File: src/rtl/fifo_frame_reader.sv
// fifo_frame_reader: pops 64-bit words from the read side of a clock-crossing
// FIFO, validates a one-word header (magic + beat count) and streams the
// payload as 32-bit beats (low half first) on a valid/ready/last interface.
// Rejected headers are dropped, flagged for one cycle and counted.
module fifo_frame_reader #(
  parameter logic [15:0] MAGIC   = 16'hC0DE,
  parameter int unsigned MAX_LEN = 1024
) (
  input  logic        i_rd_clk,
  input  logic        i_rst,
  input  logic        i_fifo_empty,
  output logic        o_fifo_rd_en,
  input  logic [63:0] i_fifo_dout,
  output logic [31:0] o_m_data,
  output logic        o_m_valid,
  input  logic        i_m_ready,
  output logic        o_m_last,
  output logic [15:0] o_frame_len,
  output logic        o_busy,
  output logic        o_hdr_error,
  output logic [15:0] o_err_count
);

  localparam int unsigned STATE_W = 3;
  localparam int unsigned LEN_W   = 16;

  localparam logic [STATE_W-1:0] S_IDLE    = 3'd0;
  localparam logic [STATE_W-1:0] S_HDR     = 3'd1;
  localparam logic [STATE_W-1:0] S_FETCH   = 3'd2;
  localparam logic [STATE_W-1:0] S_LOAD    = 3'd3;
  localparam logic [STATE_W-1:0] S_EMIT_LO = 3'd4;
  localparam logic [STATE_W-1:0] S_EMIT_HI = 3'd5;

  localparam logic [LEN_W-1:0] MAX_LEN_W = LEN_W'(MAX_LEN);
  localparam logic [LEN_W-1:0] ERR_SAT   = 16'hFFFF;

  logic [STATE_W-1:0] r_state, w_state_nxt;
  logic [31:0]        r_buf_hi, w_buf_hi_nxt;
  logic [LEN_W-1:0]   r_remaining, w_remaining_nxt;
  logic [31:0]        r_m_data, w_m_data_nxt;
  logic               r_m_valid, w_m_valid_nxt;
  logic               r_m_last, w_m_last_nxt;
  logic [LEN_W-1:0]   r_frame_len, w_frame_len_nxt;
  logic [LEN_W-1:0]   r_err_count, w_err_count_nxt;
  logic               w_rd_en;
  logic               w_hdr_error;
  logic               w_handshake;
  logic [LEN_W-1:0]   w_hdr_len;
  logic               w_hdr_ok;

  assign w_hdr_len   = i_fifo_dout[15:0];
  assign w_hdr_ok    = (i_fifo_dout[63:48] == MAGIC) &&
                       (w_hdr_len != '0) && (w_hdr_len <= MAX_LEN_W);
  assign w_handshake = r_m_valid && i_m_ready;

  // State and datapath registers; reset aborts any frame in flight.
  always_ff @(posedge i_rd_clk or posedge i_rst) begin
    if (i_rst) begin
      r_state     <= S_IDLE;
      r_buf_hi    <= '0;
      r_remaining <= '0;
      r_m_data    <= '0;
      r_m_valid   <= 1'b0;
      r_m_last    <= 1'b0;
      r_frame_len <= '0;
      r_err_count <= '0;
    end else begin
      r_state     <= w_state_nxt;
      r_buf_hi    <= w_buf_hi_nxt;
      r_remaining <= w_remaining_nxt;
      r_m_data    <= w_m_data_nxt;
      r_m_valid   <= w_m_valid_nxt;
      r_m_last    <= w_m_last_nxt;
      r_frame_len <= w_frame_len_nxt;
      r_err_count <= w_err_count_nxt;
    end
  end

  // Next-state, pop request and next register values.
  always_comb begin
    w_state_nxt     = r_state;
    w_buf_hi_nxt    = r_buf_hi;
    w_remaining_nxt = r_remaining;
    w_m_data_nxt    = r_m_data;
    w_m_valid_nxt   = r_m_valid;
    w_m_last_nxt    = r_m_last;
    w_frame_len_nxt = r_frame_len;
    w_err_count_nxt = r_err_count;
    w_rd_en         = 1'b0;
    w_hdr_error     = 1'b0;

    case (r_state)
      S_IDLE: begin
        if (!i_fifo_empty) begin
          w_rd_en     = 1'b1;
          w_state_nxt = S_HDR;
        end
      end
      S_HDR: begin
        if (w_hdr_ok) begin
          w_frame_len_nxt = w_hdr_len;
          w_remaining_nxt = w_hdr_len;
          w_state_nxt     = S_FETCH;
        end else begin
          w_hdr_error = 1'b1;
          if (r_err_count != ERR_SAT) begin
            w_err_count_nxt = r_err_count + LEN_W'(1);
          end
          w_state_nxt = S_IDLE;
        end
      end
      S_FETCH: begin
        if (!i_fifo_empty) begin
          w_rd_en     = 1'b1;
          w_state_nxt = S_LOAD;
        end
      end
      S_LOAD: begin
        w_buf_hi_nxt  = i_fifo_dout[63:32];
        w_m_data_nxt  = i_fifo_dout[31:0];
        w_m_valid_nxt = 1'b1;
        w_m_last_nxt  = (r_remaining == LEN_W'(1));
        w_state_nxt   = S_EMIT_LO;
      end
      S_EMIT_LO: begin
        if (w_handshake) begin
          w_remaining_nxt = r_remaining - LEN_W'(1);
          if (r_remaining == LEN_W'(1)) begin
            w_m_valid_nxt = 1'b0;
            w_m_last_nxt  = 1'b0;
            w_state_nxt   = S_IDLE;
          end else begin
            w_m_data_nxt = r_buf_hi;
            w_m_last_nxt = (r_remaining == LEN_W'(2));
            w_state_nxt  = S_EMIT_HI;
          end
        end
      end
      S_EMIT_HI: begin
        if (w_handshake) begin
          w_remaining_nxt = r_remaining - LEN_W'(1);
          w_m_valid_nxt   = 1'b0;
          w_m_last_nxt    = 1'b0;
          w_state_nxt     = (r_remaining == LEN_W'(1)) ? S_IDLE : S_FETCH;
        end
      end
      default: begin
        w_state_nxt   = S_IDLE;
        w_m_valid_nxt = 1'b0;
        w_m_last_nxt  = 1'b0;
      end
    endcase
  end

  // Pop is suppressed while in reset so the FIFO sees no request during its own clear.
  assign o_fifo_rd_en = w_rd_en && !i_rst;
  assign o_hdr_error  = w_hdr_error && !i_rst;
  assign o_busy       = (r_state != S_IDLE);
  assign o_m_data     = r_m_data;
  assign o_m_valid    = r_m_valid;
  assign o_m_last     = r_m_last;
  assign o_frame_len  = r_frame_len;
  assign o_err_count  = r_err_count;

endmodule

File: config.mk
export PLATFORM = sky130hd
export DESIGN_NAME = fifo_frame_reader
export DESIGN_NICKNAME = d
export VERILOG_FILES = /design/src/rtl/fifo_frame_reader.sv
export SDC_FILE = /design/constraint.sdc
export NUM_CORES = 1
export LEC_CHECK = 0
export ABC_AREA = 1
export CAP_MARGIN = 20
export CORE_UTILIZATION = 55
export DETAILED_ROUTE_END_ITERATION = 10
export PLACE_DENSITY = 0.87
export REMOVE_ABC_BUFFERS = 1
export SYNTH_ARGS = -nofsm -noshare
export SYNTH_HDL_FRONTEND = slang
export SYNTH_SLANG_ARGS = --single-unit
File: constraint.sdc
create_clock -name i_rd_clk -period 6.96 [get_ports i_rd_clk]
set_input_delay 1.392 -clock i_rd_clk [delete_from_list [all_inputs] [get_ports i_rd_clk]]
set_output_delay 1.392 -clock i_rd_clk [all_outputs]
set_load 0.05 [all_outputs]
# Word-level counts from Yosys, hierarchy flattened
# Cells that the tools add are included.
# totals
regBits	117
in_bits	68
out_inout_bits	69
# classes
add_sub_neg	2
magnitude_cmp	1
eq_ne	17
n_mux	25
bitwise	2
n_reduce_logical	21
# op_table
cell	n
$mux 32	2
$pmux 32 s2	1
$mux 16	2
$pmux 16 s2	1
$pmux 3 s6	1
$add 16x1->16 const B	1
$eq 16x1->1 const B	1
$eq 16x16->1 const B	1
$eq 16x2->1 const B	1
$le 16x11->1 const B	1
$ne 16x16->1 const B	1
$reduce_bool 16->1	1
$sub 16x1->16 const B	1
$mux 3	5
$ne 2x2->1 const B	7
$reduce_and 3->1	4
$mux 1	9
$pmux 1 s4	2
$reduce_and 4->1	2
$eq 3x2->1 const B	2
$eq 3x3->1 const B	2
$logic_and 1x1->1	5
$mux 2	2
$reduce_bool 2->1	2
other kinds (9)	11

# Longest topological paths before layout
# logic_depth
depth_word	6
mapped_depth	12

# Least setup slack after synthesis
# No wires, ideal clock.
# synth_path
path_type	in2out
from	in i_fifo_dout[13]
to	out o_hdr_error
t_arrival_ps	2872
required_time_ps	5568
path_slack_ps	2696
cell_stages	8
n_path_buf	1
path_cell_list	nor2_1 -> nand2_1 -> nor2_1 -> nand2_1 -> nand3_2 -> nand2_2 -> buf_2 -> nor2_1
# synth_between
elab_chain_cells	6
word_cells_on_any_way	7
classes_between	1 x order compare; 2 x mux; 4 x reduce/logical
# synth_lines
item	line	rtl
start, declared	13	input logic [63:0] i_fifo_dout,
parallel branches: the longest is 2 deep, another holds $le 16x11->1	--	
$logic_and 1x1->1 (*)	53	(w_hdr_len != '0) && (w_hdr_len <= MAX_LEN_W);
$mux 1 (*)	100	if (w_hdr_ok) begin
$mux 1 (*)	92	case (r_state)
$logic_and 1x1->1 (*)	157	assign o_hdr_error = w_hdr_error && !i_rst;
end, declared	20	output logic o_hdr_error,
# Every way passes the cells marked *.

# Final worst setup path
# layout_path
from	in i_fifo_dout[55]
to	out o_hdr_error
# layout_between
elab_chain_cells	6
# layout_lines
item	line	rtl
$eq 16x16->1	52	assign w_hdr_ok = (i_fifo_dout[63:48] == MAGIC) &&
$logic_and 1x1->1	52	
$logic_and 1x1->1	53	
$mux 1	100	
$mux 1	92	
$logic_and 1x1->1	157	
# No other way between the ends.

==> flow_metrics.py <==
metrics = {
    "clock_tree": {
        "cts_setup_buffers": 0,
        "clk_path_buf_depth": 2,
        "cts_tree": "yes",
        "cts-resized-gates": 0,
        "cts_max_level": 4,
        "cts_root_buf": "clkbuf_8",
        "clock_insertion_delay_worst_skew_ps": 520,
        "clk_pin_slew_worst_paths_ps": 60,
        "cts-buffers-inserted": 17,
        "cts.sinks": 117,
        "ctsHoldBuffers": 0,
    },
    "floorplanning": {
        "ioPinCount": 137,
        "die_w_um": 106,
        "fp.coreArea_sq_um": 10400,
        "die_h_um": 106,
        "start_util_pct": 57.3,
        "dieArea_sq_um": 11300,
        "rows": 37,
    },
    "drt": {
        "vias": 5705,
        "drt-total-wl_um": 16800,
        "firstDrtPassIters": 6,
        "drtAntennaViolNets": 0,
        "drt_iter0_drc": 407,
        "vias_per_cell": 5.43,
        "wire_per_inst_um": 16.0,
        "drcViolationCount": 0,
    },
    "timing": {
        "period_share_pct": 78.3,
        "rsz0062_at_grt": "false",
        "max_slew_margin_pct": 49.1,
        "fin_tns_setup_ps": 0,
        "drv_slew": 0,
        "skew_ps": 10.4,
        "fmax_ghz": 0.183,
        "setup_viol": 0,
        "fin_crit_ps": 5450,
        "tightest_slew_ps": 762,
        "hold_viol": 0,
    },
    "synth": {
        "ys_ff_latch": 117,
        "syn_area_sq_um": 5970,
        "yosysWarnings": 0,
        "synth_edf_count": 0,
        "synth_cell_types": 33,
        "syn_inst": 769,
        "synth_ff_type": "dfrtp_1",
        "synthArstFlopShare_pct": 100,
        "syn_avg_cell_area_sq_um": 7.76,
        "ys_seq_area_share_pct": 49.1,
    },
    "power_and_ir_drop": {
        "p_leak_nw": 4.01,
        "cellPowerDensity_nw_per_um2": 458,
        "ir_worst_vdd_mv": 0.290,
    },
    "critical_path": {
        "reg2reg_slack_ps": 4250,
        "worst-endpoint-arrival_ps": 4060,
        "critPathMaxFanout": 18,
        "worstSetupStartpointType": "input pin",
        "cp-end-kind": "primary output",
        "cp_data_required_time_ps": 5570,
        "critPathKind": "input pin to primary output",
    },
    "final_layout": {
        "drive_above_1_share_pct": 6.24,
        "syn_to_final_growth_pct": 33.2,
        "final_area_sq_um": 7950,
        "nets": 973,
        "fillers": 758,
        "antenna_cells": 0,
    },
    "placed_design": {
        "placed_area_sq_um": 7380,
        "hpwl_um": 11600,
        "gp_congestion": 0.870,
        "portBuffers": 136,
    },
    "global_routing": {
        "grt_pass1_vias": 5709,
        "grt-ovfl-total": 0,
        "grt_usage_pct": 31.4,
        "antenna_found_initial": 0,
        "grt_max_degree": 61,
        "grt_pass1_wl_um": 27500,
    },
    "run_status": {
        "outcome": "finished, final reports clean",
    },
    "worst_hold_path": {
        "hp-class": "flop to flop",
    },
    "flow_run": {
        "maxCapViolations": 0,
    },
}
## synth_stat cells (all sizes together) (4+ instances only)
cell	n	share of area, %
o21ai	55	4.6
clkbuf	14	0.90
xnor2	8	1.2
xor2	5	0.73
mux2i	29	4.9
nand4	17	1.8
nand3	44	3.9
dfrtp	117	49
nand2	335	21
ha	4	0.84
buf	14	1.8
inv	46	2.9
nor2	68	4.6
## per-stage QoR
| step | total power, mW | utilization, % | setup WS, ps | hold slack, ps | cells |
|---|---|---|---|---|---|
| final | 3.64 | 76.3 | 1510 | 467 | 1050 |
| after global placement | 2.74 | 70.7 | 1550 | 450 | 1016 |
| after CTS | 3.63 | 76.2 | 1510 | 468 | 1049 |
| after detailed placement | 2.82 | 70.9 | 1510 | 451 | 1017 |
| after floorplan | 2.27 | - | 2470 | 437 | 741 |
| after global routing | 3.87 | 76.3 | 1320 | 498 | 1050 |
## state kept, by name (all words and copies together) (netlist names)
| register | count |
|---|---|
| o_err_count | 16 |
| o_frame_len | 16 |
| o_m_data | 32 |
| o_m_last | 1 |
| o_m_valid | 1 |
| r_buf_hi | 32 |
| r_remaining | 16 |
| r_state | 3 |
## routing by layer
metal	vias to the layer above	wire length (um)	global-route usage, %	part of all wire, %
met3	49	1170	6.81	6.9
met5	-	0	0	0
li1	2718	-	-	-
met1	2688	6810	38.2	40
met2	250	8280	52.8	49
met4	0	588	15.1	3.5
## worst paths after layout
| kind | startpoint | endpoint | cells past startpoint |
|---|---|---|---|
| setup / recovery | i_fifo_dout[55] | o_hdr_error | 9 |
| hold reg to reg | o_frame_len[11] | o_frame_len[11] | 2 |
| min in group asynchronous | i_rst | o_m_data[3] | 2 |
| setup reg to reg | r_state[2] | o_m_data[24] | 10 |
| hold / removal | o_frame_len[11] | o_frame_len[11] | 2 |
| max in group asynchronous | i_rst | o_m_data[25] | 3 |
## layout by cell type, fill, tap and decap left out, types with 8 or more instances in the layout
cell type	Yosys	layout
clkbuf_16	0	16
clkdlybuf4s50_1	0	136
dfrtp_1	117	117
inv_1	45	44
o21ai_1	32	32
o21ai_0	23	23
nand2_1	330	329
xnor2_1	8	8
nand4_1	17	17
nand3_1	42	42
mux2i_1	29	29
nor2_1	63	63
## critical path: stages
cell and delay [ps]:
clkdlybuf4s50_1 470, nand2_1 60, nor2_1 150, nand2_1 90
nor2_1 270, nand3_2 390, nand2_2 450, nor2_1 70
clkdlybuf4s50_1 700
## final cells by class
type / count / area [sq um] / share of cell area (%)
tap: 136 / 170 / 2.14
multi-input combinational: 578 / 2710 / 34.1
inverter: 46 / 175 / 2.20
timing repair buffer: 141 / 1420 / 17.9
clock inverter: 14 / 130 / 1.64
sequential: 117 / 2930 / 36.8
clock buffer: 18 / 418 / 5.26
## report_power, final
group          switching, mW  leakage [nW]  total, mW  internal, mW
Sequential             0.200          1.49       1.14         0.939
Combinational           1.14          2.27       1.70         0.561
Clock                  0.328         0.254      0.803         0.475
## cell families after synthesis
| family | Yosys count | synth area share (%) |
|---|---|---|
| AND/OR/NAND/NOR | 471 | 32.4 |
| flip-flops | 117 | 49.1 |
| buffers and inverters | 74 | 5.60 |
| AO/OA/AOI/OAI | 61 | 5.31 |
| multiplexers | 29 | 4.86 |
| XOR/XNOR | 13 | 1.91 |
| adder cells (fa/ha/maj) | 4 | 0.839 |
Power figures use the tool's default switching activity.
